## src/rtl/cache_mem_port_arbiter_if.sv

```systemverilog
// Bundle of cache-side and buffer-side signals around the shared memory-controller buffer port.
// The arbiter connects through the slave modport; caches and buffer drive through master.
interface cache_mem_port_arbiter_if #(
  parameter int BW_WORD_ADDR = 24
);
  logic [1:0]              req_i;
  logic [1:0]              req_block_i;
  logic [1:0]              rw_i;
  logic [BW_WORD_ADDR-1:0] add0_i;
  logic [BW_WORD_ADDR-1:0] add1_i;
  logic [1:0]              write_i;
  logic [1:0]              read_i;
  logic [31:0]             data0_i;
  logic [31:0]             data1_i;
  logic [1:0]              en_o;
  logic [1:0]              ready_req_o;
  logic [1:0]              ready_write_o;
  logic [1:0]              ready_read_o;
  logic                    ready_req_i;
  logic                    ready_write_i;
  logic                    ready_read_i;
  logic                    req_o;
  logic                    req_block_o;
  logic                    rw_o;
  logic [BW_WORD_ADDR-1:0] add_o;
  logic                    write_o;
  logic                    read_o;
  logic [31:0]             data_o;
  logic                    owner_o;
  logic                    busy_o;
  logic                    timeout_o;

  modport slave (
    input  req_i, req_block_i, rw_i, add0_i, add1_i, write_i, read_i, data0_i, data1_i,
    input  ready_req_i, ready_write_i, ready_read_i,
    output en_o, ready_req_o, ready_write_o, ready_read_o,
    output req_o, req_block_o, rw_o, add_o, write_o, read_o, data_o,
    output owner_o, busy_o, timeout_o
  );

  modport master (
    output req_i, req_block_i, rw_i, add0_i, add1_i, write_i, read_i, data0_i, data1_i,
    output ready_req_i, ready_write_i, ready_read_i,
    input  en_o, ready_req_o, ready_write_o, ready_read_o,
    input  req_o, req_block_o, rw_o, add_o, write_o, read_o, data_o,
    input  owner_o, busy_o, timeout_o
  );
endinterface

```

## src/rtl/cache_mem_port_arbiter.sv

```systemverilog
// Round-robin arbiter giving the I-cache (0) or D-cache (1) exclusive use of the shared
// buffer port for one whole command, with a watchdog that aborts hung transfers.
module cache_mem_port_arbiter #(
  parameter int BW_WORD_ADDR = 24,
  parameter int BW_BLOCK     = 2,
  parameter int TIMEOUT      = 1024
) (
  input  logic                   clock_i,
  input  logic                   resetn_i,
  cache_mem_port_arbiter_if.slave bus
);

  typedef enum logic [1:0] {IDLE, GRANT, XFER} state_t;

  localparam logic [BW_BLOCK:0] ONE_WORD    = 1;
  localparam logic [BW_BLOCK:0] BLOCK_WORDS = {1'b1, {BW_BLOCK{1'b0}}};
  localparam logic [15:0]       WDOG_LAST   = 16'(TIMEOUT - 1);

  state_t            state;
  logic              owner;
  logic              last_owner;
  logic              rw_q;
  logic              timeout_q;
  logic [BW_BLOCK:0] beat_cnt;
  logic [BW_BLOCK:0] target;
  logic [15:0]       wdog;
  logic              pick;
  logic              beat;

  // On a tie the cache that did not own the port last time wins.
  assign pick = (bus.req_i == 2'b11) ? ~last_owner : bus.req_i[1];
  assign beat = rw_q ? (bus.write_i[owner] & bus.ready_write_i)
                     : (bus.read_i[owner]  & bus.ready_read_i);

  always_ff @(posedge clock_i or negedge resetn_i) begin
    if (!resetn_i) begin
      state      <= IDLE;
      owner      <= 1'b0;
      last_owner <= 1'b1;
      rw_q       <= 1'b0;
      timeout_q  <= 1'b0;
      beat_cnt   <= '0;
      target     <= '0;
      wdog       <= '0;
    end else begin
      case (state)
        IDLE: begin
          if (|bus.req_i) begin
            owner <= pick;
            state <= GRANT;
          end
        end
        GRANT: begin
          if (bus.req_i[owner] && bus.ready_req_i) begin
            rw_q     <= bus.rw_i[owner];
            target   <= bus.req_block_i[owner] ? BLOCK_WORDS : ONE_WORD;
            beat_cnt <= '0;
            wdog     <= '0;
            state    <= XFER;
          end else if (!bus.req_i[owner]) begin
            state <= IDLE;
          end
        end
        XFER: begin
          // The watchdog abort wins over a beat landing in the same cycle.
          if (wdog == WDOG_LAST) begin
            timeout_q  <= 1'b1;
            last_owner <= owner;
            state      <= IDLE;
          end else begin
            wdog <= wdog + 16'd1;
            if (beat) begin
              beat_cnt <= beat_cnt + ONE_WORD;
              if (beat_cnt + ONE_WORD == target) begin
                last_owner <= owner;
                state      <= IDLE;
              end
            end
          end
        end
        default: state <= IDLE;
      endcase
    end
  end

  always_comb begin
    bus.en_o          = '0;
    bus.ready_req_o   = '0;
    bus.ready_write_o = '0;
    bus.ready_read_o  = '0;
    bus.req_o         = 1'b0;
    bus.req_block_o   = 1'b0;
    bus.rw_o          = 1'b0;
    bus.add_o         = '0;
    bus.write_o       = 1'b0;
    bus.read_o        = 1'b0;
    bus.data_o        = '0;
    case (state)
      GRANT: begin
        bus.en_o[owner]        = 1'b1;
        bus.ready_req_o[owner] = bus.ready_req_i;
        bus.req_o              = bus.req_i[owner];
        bus.req_block_o        = bus.req_block_i[owner];
        bus.rw_o               = bus.rw_i[owner];
        bus.add_o              = owner ? bus.add1_i : bus.add0_i;
      end
      XFER: begin
        // Only the strobe matching the latched direction is forwarded.
        bus.en_o[owner]          = 1'b1;
        bus.ready_write_o[owner] = bus.ready_write_i;
        bus.ready_read_o[owner]  = bus.ready_read_i;
        bus.write_o              = rw_q & bus.write_i[owner];
        bus.read_o               = ~rw_q & bus.read_i[owner];
        bus.data_o               = owner ? bus.data1_i : bus.data0_i;
      end
      default: ;
    endcase
  end

  assign bus.owner_o   = owner;
  assign bus.busy_o    = (state != IDLE);
  assign bus.timeout_o = timeout_q;

endmodule
```

## src/flat_wrapper.sv

```systemverilog
// flat-port wrapper written by rule: the top's interface ports become plain ports
module cache_mem_port_arbiter_flat 
#(
  parameter int BW_WORD_ADDR = 24,
  parameter int BW_BLOCK     = 2,
  parameter int TIMEOUT      = 1024
)
  (clock_i, resetn_i, bus_req_i, bus_req_block_i, bus_rw_i, bus_add0_i, bus_add1_i, bus_write_i, bus_read_i, bus_data0_i, bus_data1_i, bus_ready_req_i, bus_ready_write_i, bus_ready_read_i, bus_en_o, bus_ready_req_o, bus_ready_write_o, bus_ready_read_o, bus_req_o, bus_req_block_o, bus_rw_o, bus_add_o, bus_write_o, bus_read_o, bus_data_o, bus_owner_o, bus_busy_o, bus_timeout_o);
  cache_mem_port_arbiter_if #(.BW_WORD_ADDR(BW_WORD_ADDR)) bus_i ();
  input  logic clock_i;
  input  logic resetn_i;
  input wire logic [$bits(bus_i.req_i)-1:0] bus_req_i;
  input wire logic [$bits(bus_i.req_block_i)-1:0] bus_req_block_i;
  input wire logic [$bits(bus_i.rw_i)-1:0] bus_rw_i;
  input wire logic [$bits(bus_i.add0_i)-1:0] bus_add0_i;
  input wire logic [$bits(bus_i.add1_i)-1:0] bus_add1_i;
  input wire logic [$bits(bus_i.write_i)-1:0] bus_write_i;
  input wire logic [$bits(bus_i.read_i)-1:0] bus_read_i;
  input wire logic [$bits(bus_i.data0_i)-1:0] bus_data0_i;
  input wire logic [$bits(bus_i.data1_i)-1:0] bus_data1_i;
  input wire logic [$bits(bus_i.ready_req_i)-1:0] bus_ready_req_i;
  input wire logic [$bits(bus_i.ready_write_i)-1:0] bus_ready_write_i;
  input wire logic [$bits(bus_i.ready_read_i)-1:0] bus_ready_read_i;
  output wire logic [$bits(bus_i.en_o)-1:0] bus_en_o;
  output wire logic [$bits(bus_i.ready_req_o)-1:0] bus_ready_req_o;
  output wire logic [$bits(bus_i.ready_write_o)-1:0] bus_ready_write_o;
  output wire logic [$bits(bus_i.ready_read_o)-1:0] bus_ready_read_o;
  output wire logic [$bits(bus_i.req_o)-1:0] bus_req_o;
  output wire logic [$bits(bus_i.req_block_o)-1:0] bus_req_block_o;
  output wire logic [$bits(bus_i.rw_o)-1:0] bus_rw_o;
  output wire logic [$bits(bus_i.add_o)-1:0] bus_add_o;
  output wire logic [$bits(bus_i.write_o)-1:0] bus_write_o;
  output wire logic [$bits(bus_i.read_o)-1:0] bus_read_o;
  output wire logic [$bits(bus_i.data_o)-1:0] bus_data_o;
  output wire logic [$bits(bus_i.owner_o)-1:0] bus_owner_o;
  output wire logic [$bits(bus_i.busy_o)-1:0] bus_busy_o;
  output wire logic [$bits(bus_i.timeout_o)-1:0] bus_timeout_o;
  assign bus_i.req_i = bus_req_i;
  assign bus_i.req_block_i = bus_req_block_i;
  assign bus_i.rw_i = bus_rw_i;
  assign bus_i.add0_i = bus_add0_i;
  assign bus_i.add1_i = bus_add1_i;
  assign bus_i.write_i = bus_write_i;
  assign bus_i.read_i = bus_read_i;
  assign bus_i.data0_i = bus_data0_i;
  assign bus_i.data1_i = bus_data1_i;
  assign bus_i.ready_req_i = bus_ready_req_i;
  assign bus_i.ready_write_i = bus_ready_write_i;
  assign bus_i.ready_read_i = bus_ready_read_i;
  assign bus_en_o = bus_i.en_o;
  assign bus_ready_req_o = bus_i.ready_req_o;
  assign bus_ready_write_o = bus_i.ready_write_o;
  assign bus_ready_read_o = bus_i.ready_read_o;
  assign bus_req_o = bus_i.req_o;
  assign bus_req_block_o = bus_i.req_block_o;
  assign bus_rw_o = bus_i.rw_o;
  assign bus_add_o = bus_i.add_o;
  assign bus_write_o = bus_i.write_o;
  assign bus_read_o = bus_i.read_o;
  assign bus_data_o = bus_i.data_o;
  assign bus_owner_o = bus_i.owner_o;
  assign bus_busy_o = bus_i.busy_o;
  assign bus_timeout_o = bus_i.timeout_o;
  cache_mem_port_arbiter #(.BW_WORD_ADDR(BW_WORD_ADDR), .BW_BLOCK(BW_BLOCK), .TIMEOUT(TIMEOUT)) u_core (.clock_i(clock_i), .resetn_i(resetn_i), .bus(bus_i));
endmodule
```

## config.mk

```make
export PLATFORM = sky130hd
export DESIGN_NAME = cache_mem_port_arbiter_flat
export DESIGN_NICKNAME = d
export VERILOG_FILES = /design/src/rtl/cache_mem_port_arbiter_if.sv /design/src/rtl/cache_mem_port_arbiter.sv /design/src/flat_wrapper.sv
export SDC_FILE = /design/constraint.sdc
export NUM_CORES = 1
export LEC_CHECK = 0
export BUFFER_PORTS_ARGS = -buffer_cell sky130_fd_sc_hd__buf_2
export CAP_MARGIN = 0
export CORE_MARGIN = 2
export CORE_UTILIZATION = 41
export DETAILED_ROUTE_END_ITERATION = 6
export PLACE_DENSITY = 0.82
export SKIP_LAST_GASP = 1
export SYNTH_ARGS = -nofsm -noshare
export SYNTH_HDL_FRONTEND = slang
export SYNTH_SLANG_ARGS = --single-unit
```

## constraint.sdc

```tcl
create_clock -name clock_i -period 2.4 [get_ports clock_i]
set_input_delay 0.36 -clock clock_i [delete_from_list [all_inputs] [get_ports clock_i]]
set_output_delay 0.36 -clock clock_i [all_outputs]
set_load 0.02 [all_outputs]
```

==> metrics.yaml <==
sta:
  max_freq_mhz: 449
  finalHoldViolCount: 0
  period_share_pct: 92.8
  setup_viol: 0
  worst_pin_slew_ns: 0.800
  maxSlewViolCount: 0
  whs_ns: 0.0892
  min_period_ns: 2.23
  setup_tns_ns: 0
  rsz0062_at_grt: "false"
  max-slew-margin-rel_pct: 46.5
  finClkSkew_ns: 0.00551
  fin_ws_ns: 0.173
synthesis:
  synth_edf_count: 0
  synth_top_area_share_pct: 24.8
  dominantRegCellSynth: "dfrtp_1"
  yosysUniqueCellTypes: 46
  ys_ff_latch: 27
  async_reset_ff_share_pct: 100
  yosysWarnings: 0
  synth_area_leaders: "dfrtp_1, mux2i_1, nor2b_1, ha_1, nand2_1"
  ys_seq_area_share_pct: 25.8
  syn_nets: 441
  syn_inst: 308
  avgSynthCellArea_um2: 8.51
  synth_top_area_cell: "dfrtp_1"
  syn-cell-area_um2: 2620
critical_path:
  path_max_fanout: 5
  critPathKind: "flop to flop"
  cp_data_arrival_time_ns: 2.43
  r2r-start: "u_core.wdog[0]"
  rr_worst_depth: 7
  required_ns: 2.60
  reg2reg_to: "u_core.wdog[12]"
  reg2reg_slack_ns: 0.17
  critPathLaunchType: "flop"
  endpoint_kind: "flop"
placed_design:
  finalWeightedCongestion: 0.844
  dp_cells: 574
  hpwl_um: 6950
  place_ws_ns: 0.227
  io_buffers: 198
  dpl-instance-area_um2: 3700
power_and_ir_drop:
  swShare_pct: 50.3
  vdd_drop_max_mv: 0.645
  power_density_nw_per_um2: 913
  p_total_mw: 3.43
  p_clk_share_pct: 7.6
  pwr-share-seq_pct: 18.0
  switching_power_mw: 1.72
  p_int_mw: 1.70
  leakagePower_nw: 2.14
  p_comb_share_pct: 74.4
run_status:
  status: "finished clean"
routing:
  ant_nets: 0
  firstDrtPassIters: 5
  via_count: 2960
  drcViolationCount: 0
  drt_iter0_drc: 87
  vias_per_cell: 5.12
  wire_per_inst_um: 14.9
  wl_um: 8620
global_routing:
  grt-ovfl-total: 0
  grt_max_degree: 52
  grtUsageTotal_pct: 22.3
  antenna_found_initial: 0
  grt_pass1_wl_um: 13000
  first_global_vias: 2760
final_layout:
  drive_gt1_share_pct: 44.1
  mostFrequentLayoutCell: "buf_2"
  fin_util_pct: 59.8
  fin_cells: 578
  synthToLayoutAreaGrowth_pct: 43.3
  fin_area_um2: 3750
  final_nets: 635
  final_cell_mix: "buf_2, mux2i_1, nor2b_1, dfrtp_1, nand2_1"
  num_antenna_cells: 0
floorplanning:
  die_w_um: 83.9
  num_io_pins: 199
  start_util_pct: 41.7
  die_h_um: 83.9
  rows: 29
  core_um2: 6280
  die_area_um2: 7050
clocking:
  clkLatencyLatePin_ns: 0.27
  cts_buffers: 3
  cts_tree: "done"
  clock-sinks: 27
  cts-root-buf: "clkbuf_8"
  cts_resized: 0
  cts_hold_buf: 0
  cts_max_path_buffers: 2
  htreeDepth: 1
  clkTransAtPathRegs_ns: 0.09
  cts_setup_buffers: 0
worst_hold_path:
  hold_path_class: "primary input to asynchronous set/reset pin"
run:
  cap_violations: 0
==> synthesized netlist by cell type (all sizes together) (3+ instances only) <==
library cell and count:
clkbuf 10, and3 6, o211ai 3, nand3 11, mux2i 60, mux2 4
nor2 14, a21oi 9, buf 9, or3 9, and2 4, nand4 5
dfrtp 26, xnor2 5, nand2 18, ha 6, nor2b 58, o21ai 12
inv 8
==> sequential cells by signal, indices dropped and copies added, names as in the netlist <==
register / cells
u_core.bus.timeout_o: 1
u_core.wdog: 16
u_core.state: 2
u_core.beat_cnt: 3
u_core.last_owner: 1
u_core.target: 2
u_core.bus.owner_o: 1
u_core.rw_q: 1
==> how the worst max path moves through the flow <==
stage	startpoint	endpoint
after detailed placement	u_core.wdog[13]	u_core.beat_cnt[0]
after floorplan	u_core.bus.owner_o	bus_data_o[10]
after CTS	u_core.state[0]	bus_ready_write_o[0]
final	u_core.wdog[0]	u_core.wdog[12]
after global routing	u_core.wdog[0]	u_core.beat_cnt[0]
after global placement	u_core.wdog[0]	u_core.wdog[12]
==> cells by family after synthesis <==
| group | synth area share (%) |
|---|---|
| DFF | 25.8 |
| AOI/OAI and AO/OA | 8.60 |
| and+or+nand+nor | 31.3 |
| xor gates and xnor gates | 2.34 |
| buffers and inverters | 4.25 |
| adders and majority gates | 2.87 |
| muxes | 24.8 |
==> area by class of cell <==
cell class                 instances  area (um^2)
fill                             567         2520
timing repair buffer             208         1070
sequential                        27          681
clock buffer                       3         41.3
tap                               77         96.3
clock inverter                     1         5.00
multi-input combinational        254         1830
inverter                           8         30.0
==> critical path, stage by stage (launching register included) <==
cell	delay, ns
dfrtp_1	0.42
ha_1	0.21
and4_1	0.25
nand3_1	0.10
buf_4	0.16
or4b_4	0.51
or3_1	0.34
a21oi_1	0.16
==> power by group through the flow <==
stage | Combinational (mW) | Clock, mW | Sequential (mW)
final | 2.55 | 0.260 | 0.618
after global routing | 2.74 | 0.284 | 0.628
after CTS | 2.55 | 0.265 | 0.619
after detailed placement | 2.54 | 0 | 0.628
after global placement | 2.49 | 0 | 0.621
after floorplan | 1.84 | 0 | 0.588
==> layer usage <==
layer,share of wire [%],GRT usage [%]
met2,51,40.5
met3,6.0,2.87
met4,3.3,9.09
met5,0,0
met1,40,26.2
No activity file was read; power rests on OpenSTA's default activity.
